--- src/rtl/axi_burst_copy_master_if.sv ---
// AXI4 read/write channel bundle used by the burst copy master.
// The master modport drives AR/AW/W and the R/B readies; the slave modport is the responder view.
interface axi_burst_copy_master_if #(
   parameter int ADDR_WIDTH = 64,
   parameter int DATA_WIDTH = 128
);
   logic                      arvalid;
   logic                      arready;
   logic [ADDR_WIDTH-1:0]     araddr;
   logic [7:0]                arlen;
   logic [2:0]                arsize;
   logic [1:0]                arburst;

   logic                      rvalid;
   logic [DATA_WIDTH-1:0]     rdata;
   logic                      rlast;
   logic                      rready;

   logic                      awvalid;
   logic                      awready;
   logic [ADDR_WIDTH-1:0]     awaddr;
   logic [7:0]                awlen;
   logic [2:0]                awsize;
   logic [1:0]                awburst;

   logic                      wvalid;
   logic [DATA_WIDTH-1:0]     wdata;
   logic [DATA_WIDTH/8-1:0]   wstrb;
   logic                      wlast;
   logic                      wready;

   logic                      bvalid;
   logic                      bready;

   modport master (
      output arvalid, araddr, arlen, arsize, arburst,
      input  arready,
      input  rvalid, rdata, rlast,
      output rready,
      output awvalid, awaddr, awlen, awsize, awburst,
      input  awready,
      output wvalid, wdata, wstrb, wlast,
      input  wready,
      input  bvalid,
      output bready
   );

   modport slave (
      input  arvalid, araddr, arlen, arsize, arburst,
      output arready,
      output rvalid, rdata, rlast,
      input  rready,
      input  awvalid, awaddr, awlen, awsize, awburst,
      output awready,
      input  wvalid, wdata, wstrb, wlast,
      output wready,
      output bvalid,
      input  bready
   );
endinterface

--- src/rtl/axi_burst_copy_master.sv ---
// AXI4 DMA copy engine: reads INCR bursts into a one-chunk beat buffer, then writes them back out.
// Chunks never cross a 4 KB page on either side and never exceed the buffer depth.
module axi_burst_copy_master #(
   parameter int ADDR_WIDTH = 64,
   parameter int DATA_WIDTH = 128,
   parameter int MAX_BURST  = 16,
   parameter int CNT_WIDTH  = 16
) (
   input  logic                    clk,
   input  logic                    rst,
   input  logic                    start,
   input  logic [ADDR_WIDTH-1:0]   src_addr,
   input  logic [ADDR_WIDTH-1:0]   dst_addr,
   input  logic [CNT_WIDTH-1:0]    num_beats,
   output logic                    busy,
   output logic                    done,
   axi_burst_copy_master_if.master bus
);
   localparam int BEAT_SHIFT = $clog2(DATA_WIDTH / 8);
   localparam int IDX_WIDTH  = $clog2(MAX_BURST);

   typedef enum logic [2:0] {
      S_IDLE, S_RD_ADDR, S_RD_DATA, S_WR_ADDR, S_WR_DATA, S_WR_RESP, S_DONE
   } state_t;

   state_t                  state;
   logic [ADDR_WIDTH-1:0]   src_q;
   logic [ADDR_WIDTH-1:0]   dst_q;
   logic [CNT_WIDTH-1:0]    rem_q;
   logic [7:0]              len_m1;
   logic [7:0]              ridx;
   logic [7:0]              widx;
   logic [DATA_WIDTH-1:0]   beat_buf [MAX_BURST];

   // Burst length bounded by beats left, buffer depth and the room left in both 4 KB pages.
   function automatic logic [8:0] chunk_len(input logic [CNT_WIDTH-1:0]  rem,
                                            input logic [ADDR_WIDTH-1:0] s,
                                            input logic [ADDR_WIDTH-1:0] d);
      logic [12:0] s_room;
      logic [12:0] d_room;
      logic [12:0] len;
      s_room = (13'h1000 - {1'b0, s[11:0]}) >> BEAT_SHIFT;
      d_room = (13'h1000 - {1'b0, d[11:0]}) >> BEAT_SHIFT;
      len    = 13'(MAX_BURST);
      if (s_room < len) len = s_room;
      if (d_room < len) len = d_room;
      if (32'(rem) < 32'(len)) len = 13'(rem);
      return 9'(len);
   endfunction

   logic [8:0]              start_len;
   logic [8:0]              next_len;
   logic [ADDR_WIDTH-1:0]   chunk_bytes;
   logic [ADDR_WIDTH-1:0]   src_nx;
   logic [ADDR_WIDTH-1:0]   dst_nx;
   logic [CNT_WIDTH-1:0]    rem_nx;
   logic [7:0]              widx_p1;
   logic                    unused_rlast;

   assign chunk_bytes  = ADDR_WIDTH'({1'b0, len_m1} + 9'd1) << BEAT_SHIFT;
   assign src_nx       = src_q + chunk_bytes;
   assign dst_nx       = dst_q + chunk_bytes;
   assign rem_nx       = rem_q - CNT_WIDTH'({1'b0, len_m1} + 9'd1);
   assign start_len    = chunk_len(num_beats, src_addr, dst_addr);
   assign next_len     = chunk_len(rem_nx, src_nx, dst_nx);
   assign widx_p1      = widx + 8'd1;
   // The beat count closes a read burst; rlast is informational only.
   assign unused_rlast = bus.rlast;

   assign bus.arsize  = 3'b100;
   assign bus.arburst = 2'b01;
   assign bus.awsize  = 3'b100;
   assign bus.awburst = 2'b01;
   assign bus.wstrb   = '1;

   // NOTE: the beat buffer has no reset; a chunk is always fully written before it is read,
   // so clearing the indices is enough to empty it and the array stays plain RAM.
   always_ff @(posedge clk) begin
      if (state == S_RD_DATA && bus.rvalid && bus.rready)
         beat_buf[ridx[IDX_WIDTH-1:0]] <= bus.rdata;
   end

   // NOTE: every state and output register below is updated with <= so all of them see
   // pre-edge values, regardless of statement order.
   always_ff @(posedge clk) begin
      if (rst) begin
         state       <= S_IDLE;
         busy        <= 1'b0;
         done        <= 1'b0;
         src_q       <= '0;
         dst_q       <= '0;
         rem_q       <= '0;
         len_m1      <= '0;
         ridx        <= '0;
         widx        <= '0;
         bus.arvalid <= 1'b0;
         bus.araddr  <= '0;
         bus.arlen   <= '0;
         bus.rready  <= 1'b0;
         bus.awvalid <= 1'b0;
         bus.awaddr  <= '0;
         bus.awlen   <= '0;
         bus.wvalid  <= 1'b0;
         bus.wdata   <= '0;
         bus.wlast   <= 1'b0;
         bus.bready  <= 1'b0;
      end else begin
         done <= 1'b0;
         unique case (state)
            S_IDLE: begin
               if (start) begin
                  if (num_beats == '0) begin
                     state <= S_DONE;
                     done  <= 1'b1;
                  end else begin
                     src_q       <= src_addr;
                     dst_q       <= dst_addr;
                     rem_q       <= num_beats;
                     busy        <= 1'b1;
                     len_m1      <= 8'(start_len - 9'd1);
                     bus.araddr  <= src_addr;
                     bus.arlen   <= 8'(start_len - 9'd1);
                     bus.arvalid <= 1'b1;
                     state       <= S_RD_ADDR;
                  end
               end
            end
            S_RD_ADDR: begin
               if (bus.arready) begin
                  bus.arvalid <= 1'b0;
                  bus.rready  <= 1'b1;
                  ridx        <= '0;
                  state       <= S_RD_DATA;
               end
            end
            S_RD_DATA: begin
               if (bus.rvalid) begin
                  ridx <= ridx + 8'd1;
                  if (ridx == len_m1) begin
                     bus.rready  <= 1'b0;
                     bus.awaddr  <= dst_q;
                     bus.awlen   <= len_m1;
                     bus.awvalid <= 1'b1;
                     state       <= S_WR_ADDR;
                  end
               end
            end
            S_WR_ADDR: begin
               // W starts only after AW is accepted, so the slave never sees data without an address.
               if (bus.awready) begin
                  bus.awvalid <= 1'b0;
                  bus.wvalid  <= 1'b1;
                  bus.wdata   <= beat_buf[0];
                  bus.wlast   <= (len_m1 == 8'd0);
                  widx        <= '0;
                  state       <= S_WR_DATA;
               end
            end
            S_WR_DATA: begin
               if (bus.wready) begin
                  if (bus.wlast) begin
                     bus.wvalid <= 1'b0;
                     bus.wlast  <= 1'b0;
                     bus.bready <= 1'b1;
                     state      <= S_WR_RESP;
                  end else begin
                     widx      <= widx_p1;
                     bus.wdata <= beat_buf[widx_p1[IDX_WIDTH-1:0]];
                     bus.wlast <= (widx_p1 == len_m1);
                  end
               end
            end
            S_WR_RESP: begin
               if (bus.bvalid) begin
                  bus.bready <= 1'b0;
                  src_q      <= src_nx;
                  dst_q      <= dst_nx;
                  rem_q      <= rem_nx;
                  if (rem_nx == '0) begin
                     busy  <= 1'b0;
                     done  <= 1'b1;
                     state <= S_DONE;
                  end else begin
                     len_m1      <= 8'(next_len - 9'd1);
                     bus.araddr  <= src_nx;
                     bus.arlen   <= 8'(next_len - 9'd1);
                     bus.arvalid <= 1'b1;
                     state       <= S_RD_ADDR;
                  end
               end
            end
            S_DONE: begin
               state <= S_IDLE;
            end
            default: begin
               state <= S_IDLE;
            end
         endcase
      end
   end
endmodule

--- src/flat_wrapper.sv ---
// flat-port wrapper written by rule: the top's interface ports become plain ports
module axi_burst_copy_master_flat 
#(
   parameter int ADDR_WIDTH = 64,
   parameter int DATA_WIDTH = 128,
   parameter int MAX_BURST  = 16,
   parameter int CNT_WIDTH  = 16
)
  (clk, rst, start, src_addr, dst_addr, num_beats, busy, done, bus_arvalid, bus_araddr, bus_arlen, bus_arsize, bus_arburst, bus_arready, bus_rvalid, bus_rdata, bus_rlast, bus_rready, bus_awvalid, bus_awaddr, bus_awlen, bus_awsize, bus_awburst, bus_awready, bus_wvalid, bus_wdata, bus_wstrb, bus_wlast, bus_wready, bus_bvalid, bus_bready);
  axi_burst_copy_master_if #(.ADDR_WIDTH(ADDR_WIDTH), .DATA_WIDTH(DATA_WIDTH)) bus_i ();
  input  logic clk;
  input  logic rst;
  input  logic start;
  input  logic [ADDR_WIDTH-1:0] src_addr;
  input  logic [ADDR_WIDTH-1:0] dst_addr;
  input  logic [CNT_WIDTH-1:0] num_beats;
  output logic busy;
  output logic done;
  output wire logic [$bits(bus_i.arvalid)-1:0] bus_arvalid;
  output wire logic [$bits(bus_i.araddr)-1:0] bus_araddr;
  output wire logic [$bits(bus_i.arlen)-1:0] bus_arlen;
  output wire logic [$bits(bus_i.arsize)-1:0] bus_arsize;
  output wire logic [$bits(bus_i.arburst)-1:0] bus_arburst;
  input wire logic [$bits(bus_i.arready)-1:0] bus_arready;
  input wire logic [$bits(bus_i.rvalid)-1:0] bus_rvalid;
  input wire logic [$bits(bus_i.rdata)-1:0] bus_rdata;
  input wire logic [$bits(bus_i.rlast)-1:0] bus_rlast;
  output wire logic [$bits(bus_i.rready)-1:0] bus_rready;
  output wire logic [$bits(bus_i.awvalid)-1:0] bus_awvalid;
  output wire logic [$bits(bus_i.awaddr)-1:0] bus_awaddr;
  output wire logic [$bits(bus_i.awlen)-1:0] bus_awlen;
  output wire logic [$bits(bus_i.awsize)-1:0] bus_awsize;
  output wire logic [$bits(bus_i.awburst)-1:0] bus_awburst;
  input wire logic [$bits(bus_i.awready)-1:0] bus_awready;
  output wire logic [$bits(bus_i.wvalid)-1:0] bus_wvalid;
  output wire logic [$bits(bus_i.wdata)-1:0] bus_wdata;
  output wire logic [$bits(bus_i.wstrb)-1:0] bus_wstrb;
  output wire logic [$bits(bus_i.wlast)-1:0] bus_wlast;
  input wire logic [$bits(bus_i.wready)-1:0] bus_wready;
  input wire logic [$bits(bus_i.bvalid)-1:0] bus_bvalid;
  output wire logic [$bits(bus_i.bready)-1:0] bus_bready;
  assign bus_arvalid = bus_i.arvalid;
  assign bus_araddr = bus_i.araddr;
  assign bus_arlen = bus_i.arlen;
  assign bus_arsize = bus_i.arsize;
  assign bus_arburst = bus_i.arburst;
  assign bus_i.arready = bus_arready;
  assign bus_i.rvalid = bus_rvalid;
  assign bus_i.rdata = bus_rdata;
  assign bus_i.rlast = bus_rlast;
  assign bus_rready = bus_i.rready;
  assign bus_awvalid = bus_i.awvalid;
  assign bus_awaddr = bus_i.awaddr;
  assign bus_awlen = bus_i.awlen;
  assign bus_awsize = bus_i.awsize;
  assign bus_awburst = bus_i.awburst;
  assign bus_i.awready = bus_awready;
  assign bus_wvalid = bus_i.wvalid;
  assign bus_wdata = bus_i.wdata;
  assign bus_wstrb = bus_i.wstrb;
  assign bus_wlast = bus_i.wlast;
  assign bus_i.wready = bus_wready;
  assign bus_i.bvalid = bus_bvalid;
  assign bus_bready = bus_i.bready;
  axi_burst_copy_master #(.ADDR_WIDTH(ADDR_WIDTH), .DATA_WIDTH(DATA_WIDTH), .MAX_BURST(MAX_BURST), .CNT_WIDTH(CNT_WIDTH)) u_core (.clk(clk), .rst(rst), .start(start), .src_addr(src_addr), .dst_addr(dst_addr), .num_beats(num_beats), .busy(busy), .done(done), .bus(bus_i));
endmodule
--- config.mk ---
export PLATFORM = sky130hd
export DESIGN_NAME = axi_burst_copy_master_flat
export DESIGN_NICKNAME = d
export VERILOG_FILES = /design/src/rtl/axi_burst_copy_master_if.sv /design/src/rtl/axi_burst_copy_master.sv /design/src/flat_wrapper.sv
export SDC_FILE = /design/constraint.sdc
export NUM_CORES = 2
export LEC_CHECK = 0
export ABC_AREA = 0
export CAP_MARGIN = 20
export CELL_PAD_IN_SITES_DETAIL_PLACEMENT = 1
export CELL_PAD_IN_SITES_GLOBAL_PLACEMENT = 1
export CORE_MARGIN = 2
export CORE_UTILIZATION = 55
export DETAILED_ROUTE_END_ITERATION = 6
export HOLD_SLACK_MARGIN = 0.1
export PLACE_DENSITY_LB_ADDON = 0.3
export SYNTH_ARGS = -nofsm -noshare
export SYNTH_HDL_FRONTEND = slang
export SYNTH_SLANG_ARGS = --single-unit
export TNS_END_PERCENT = 50
--- constraint.sdc ---
create_clock -name clk -period 21.2 [get_ports clk]
set_input_delay 4.24 -clock clk [delete_from_list [all_inputs] [get_ports clk]]
set_output_delay 4.24 -clock clk [all_outputs]
set_load 0.02 [all_outputs]
==> results.ini <==
[outcome]
status=finished, final reports clean

[cts]
post-cts-setup-buffers=0
cts_sinks=2491
hold_buffers=0
cts_tree=yes
insertion_delay_ps=910
ctsHtreeMaxLevel=4
cts_made_buffers=241
postCtsResizedCells=0
root_buffer=clkbuf_16
clkTransAtPathRegs_ps=60
clk_path_buf_depth=3

[global_route]
grt-ovfl-total=0
grt_usage=0.3227
grt_max_degree=186
first_global_vias=63537
grt_pass1_wl_mm=436.5
grt_antenna_before_repair=50

[floorplan]
fp.dieW_um=430.5
core_area_um2=180700
std_cell_rows=156
die_area_um2=185300
start_util=0.5535
die_h_um=430.5
ios=587

[logic_synthesis]
synth-seq-area-share=0.7034
netlist_area_um2=100000
yosysWarnings=0
ys_seq_elements=2491
avgSynthCellArea_um2=16.51
synth_cells=6060
synth-edff-count=2048
synth_cell_types=85
async_flop_share=0
synth_flop_cell=edfxtp_1

[setup_path]
cp_max_fo=11
start_kind=primary input
cp.arrival_ps=11260
worstRegToRegCells=28
timing.rr.start=u_core.bus.arlen[1]
cp-end-kind=flop
setup.worst_path.start=src_addr[3]
cp_slowest_cell=nor4_1
critPathKind=in2reg
required_ps=22030
crit_top_cell=a21oi_1
max_stage_delay_ps=940

[final_layout]
area_growth_pct=16.65
fin_nets=6937
final_layout_size_suffix_gt1_frac=0.1737

[timing]
totalNegativeSetupSlack_ps=0
fin_worst_skew_ps=51.77
slew_headroom=0.1914
slew_viol_final=0
timing.final.hold_violations=0
fmax_mhz=95.82
fin_crit_ps=10440
timing.final.crit_share=0.4923
rsz0062_at_grt=no
worst_pin_slew_ps=1213
setup_viol=0

[min_path]
min-delay-start=u_core.bus.araddr[29]
hp-class=reg2reg
min_path_cells=2

[route]
antenna_left=0
wire_per_inst_um=32.51
via_per_inst=6.550
vias=60320
drc=0
first_pass_iters=6
drt-initial-drc-count=6616
routed_wl_mm=299.4

[power_and_ir_drop]
p_sw_frac=0.2301
total_power_uw=10750
power_frac_seq=0.504
power.density_nw_per_um2=92.15
p_int_uw=8279
power_frac_comb=0.071
switching_power_uw=2474
vdd.ir_drop.worst_mv=0.07860
p_leak_uw=0.03656
clockPowerShare=0.425

[placed_design]
port_buffers=559
post-dp-hpwl_mm=158.3
place.gp.congestion=0.8442

[flow_run]
max-cap-violations=0

==> critical path, delay by kind of cell <==
family                     cells  cell delay [ps]
and+or+nand+nor               11             3500
buffers and inverters          3              620
adders and majority gates      2              550
AOI/OAI and AO/OA             11             2350
==> kinds of logic (layout without fill, tap and decap cells) <==
| kind of cell | count (synthesis) | in the layout | synth area share |
|---|---|---|---|
| AND/OR/NAND/NOR | 1467 | 1467 | 0.06180 |
| buffers and inverters | 456 | 1168 | 0.01812 |
| adder cells (fa/ha/maj) | 68 | 68 | 0.008730 |
| multiplexers | 658 | 658 | 0.1462 |
| flip-flops | 2491 | 2491 | 0.7034 |
| XOR/XNOR | 121 | 121 | 0.01078 |
| AO/OA/AOI/OAI | 797 | 797 | 0.05094 |
| other | 2 | 69 | 0.00007507 |
==> stage by stage <==
stage / area, um2 / utilization / setup WS [ps] / instances / hold WS, ps
2_1_floorplan: 100200 / - / 6451 / 6092 / 440.0
3_3_place_gp: 108200 / 0.5985 / 9973 / 8713 / 441.0
3_5_place_dp: 108200 / 0.5985 / 9904 / 8713 / 447.5
4_1_cts: 116600 / 0.6449 / 10810 / 9172 / 455.6
5_1_grt: 116700 / 0.6456 / 10320 / 9204 / 479.3
6_report: 116700 / 0.6456 / 10760 / 9209 / 455.7
==> registers in the layout, indices dropped and copies added, names as in the netlist, 3 cells and up <==
register,cells
u_core.widx,8
u_core.bus.awlen,8
u_core.dst_q,64
u_core.bus.awaddr,64
u_core.rem_q,16
u_core.ridx,8
u_core.beat_buf,2048
u_core.bus.arlen,8
u_core.src_q,64
u_core.state,3
u_core.bus.wdata,128
u_core.bus.araddr,64
==> layer usage <==
metal,part of all wire,up-vias,GRT usage
met1,0.37,31458,0.4191
met4,0.043,24,0.1454
met5,0.00052,-,0
met2,0.51,3370,0.5376
met3,0.081,654,0.05577
li1,-,24814,-
==> area by class of cell <==
type | instances | area [um2]
flip-flops and latches | 2491 | 70370
clock buffers | 307 | 6564
clock inverters | 152 | 1810
inverters | 59 | 221.5
repair buffers | 650 | 6461
diodes | 35 | 87.58
multi-input cells | 3145 | 28210
well taps | 2370 | 2965
fillers | 15621 | 64050
==> final timing paths <==
check	endpoint	slack [ps]
max reg2reg	u_core.bus.arlen[7]	11780
min	u_core.bus.araddr[29]	460
max	u_core.bus.arlen[7]	10760
min reg2reg	u_core.bus.araddr[29]	460
==> layout by cell type (no fill, tap or decap), types with 24 or more instances in the layout <==
cell type,n
edfxtp_1,2048
nand2_1,841
mux4_2,641
clkdlybuf4s50_1,558
dfxtp_1,442
nor2_1,321
a21oi_1,296
clkbuf_16,245
a311oi_1,148
o21ai_0,140
buf_4,78
xnor2_1,73
ha_1,64
nand3_1,63
inv_1,58
clkinv_2,58
a211oi_1,57
nor3_1,46
xor2_1,45
clkbuf_1,42
bufinv_16,37
diode_2,35
conb_1,34
clkinv_1,30
and3_1,28
nand4_1,24
==> Yosys cell counts (10+ instances only) <==
library cell | count | area share
o211ai_1 | 10 | 0.00075
o21a_1 | 11 | 0.00083
and3_1 | 29 | 0.0018
buf_1 | 40 | 0.0015
nand4_1 | 24 | 0.0015
nor2b_1 | 20 | 0.0013
a211oi_1 | 57 | 0.0043
o22ai_1 | 16 | 0.0010
a311oi_1 | 148 | 0.013
xnor2_1 | 73 | 0.0064
or3_1 | 11 | 0.00069
o21ai_0 | 140 | 0.0070
buf_4 | 27 | 0.0020
inv_1 | 58 | 0.0022
and2_1 | 11 | 0.00069
nor2_1 | 333 | 0.012
nor3_1 | 51 | 0.0026
a21o_1 | 20 | 0.0015
nand2_1 | 846 | 0.032
a21oi_1 | 298 | 0.015
mux4_2 | 641 | 0.14
ha_1 | 65 | 0.0081
nor4_1 | 14 | 0.00088
a22oi_1 | 18 | 0.0014
edfxtp_1 | 2048 | 0.61
dfxtp_1 | 443 | 0.089
nand2b_1 | 16 | 0.0010
a31oi_1 | 15 | 0.00094
xor2_1 | 47 | 0.0041
mux2i_1 | 12 | 0.0012
and4_1 | 10 | 0.00088
clkbuf_1 | 330 | 0.012
nand3_1 | 63 | 0.0032
==> power groups by stage <==
stage                     logic, uW  registers, uW  clock network [uW]
final                           768           5420                4570
after global routing            840           5420                4760
after CTS                       764           5410                4600
after detailed placement        755           5520                   0
after global placement          723           5510                   0
after floorplan                 429           5520                   0
No activity file was read; power rests on OpenSTA's default activity.
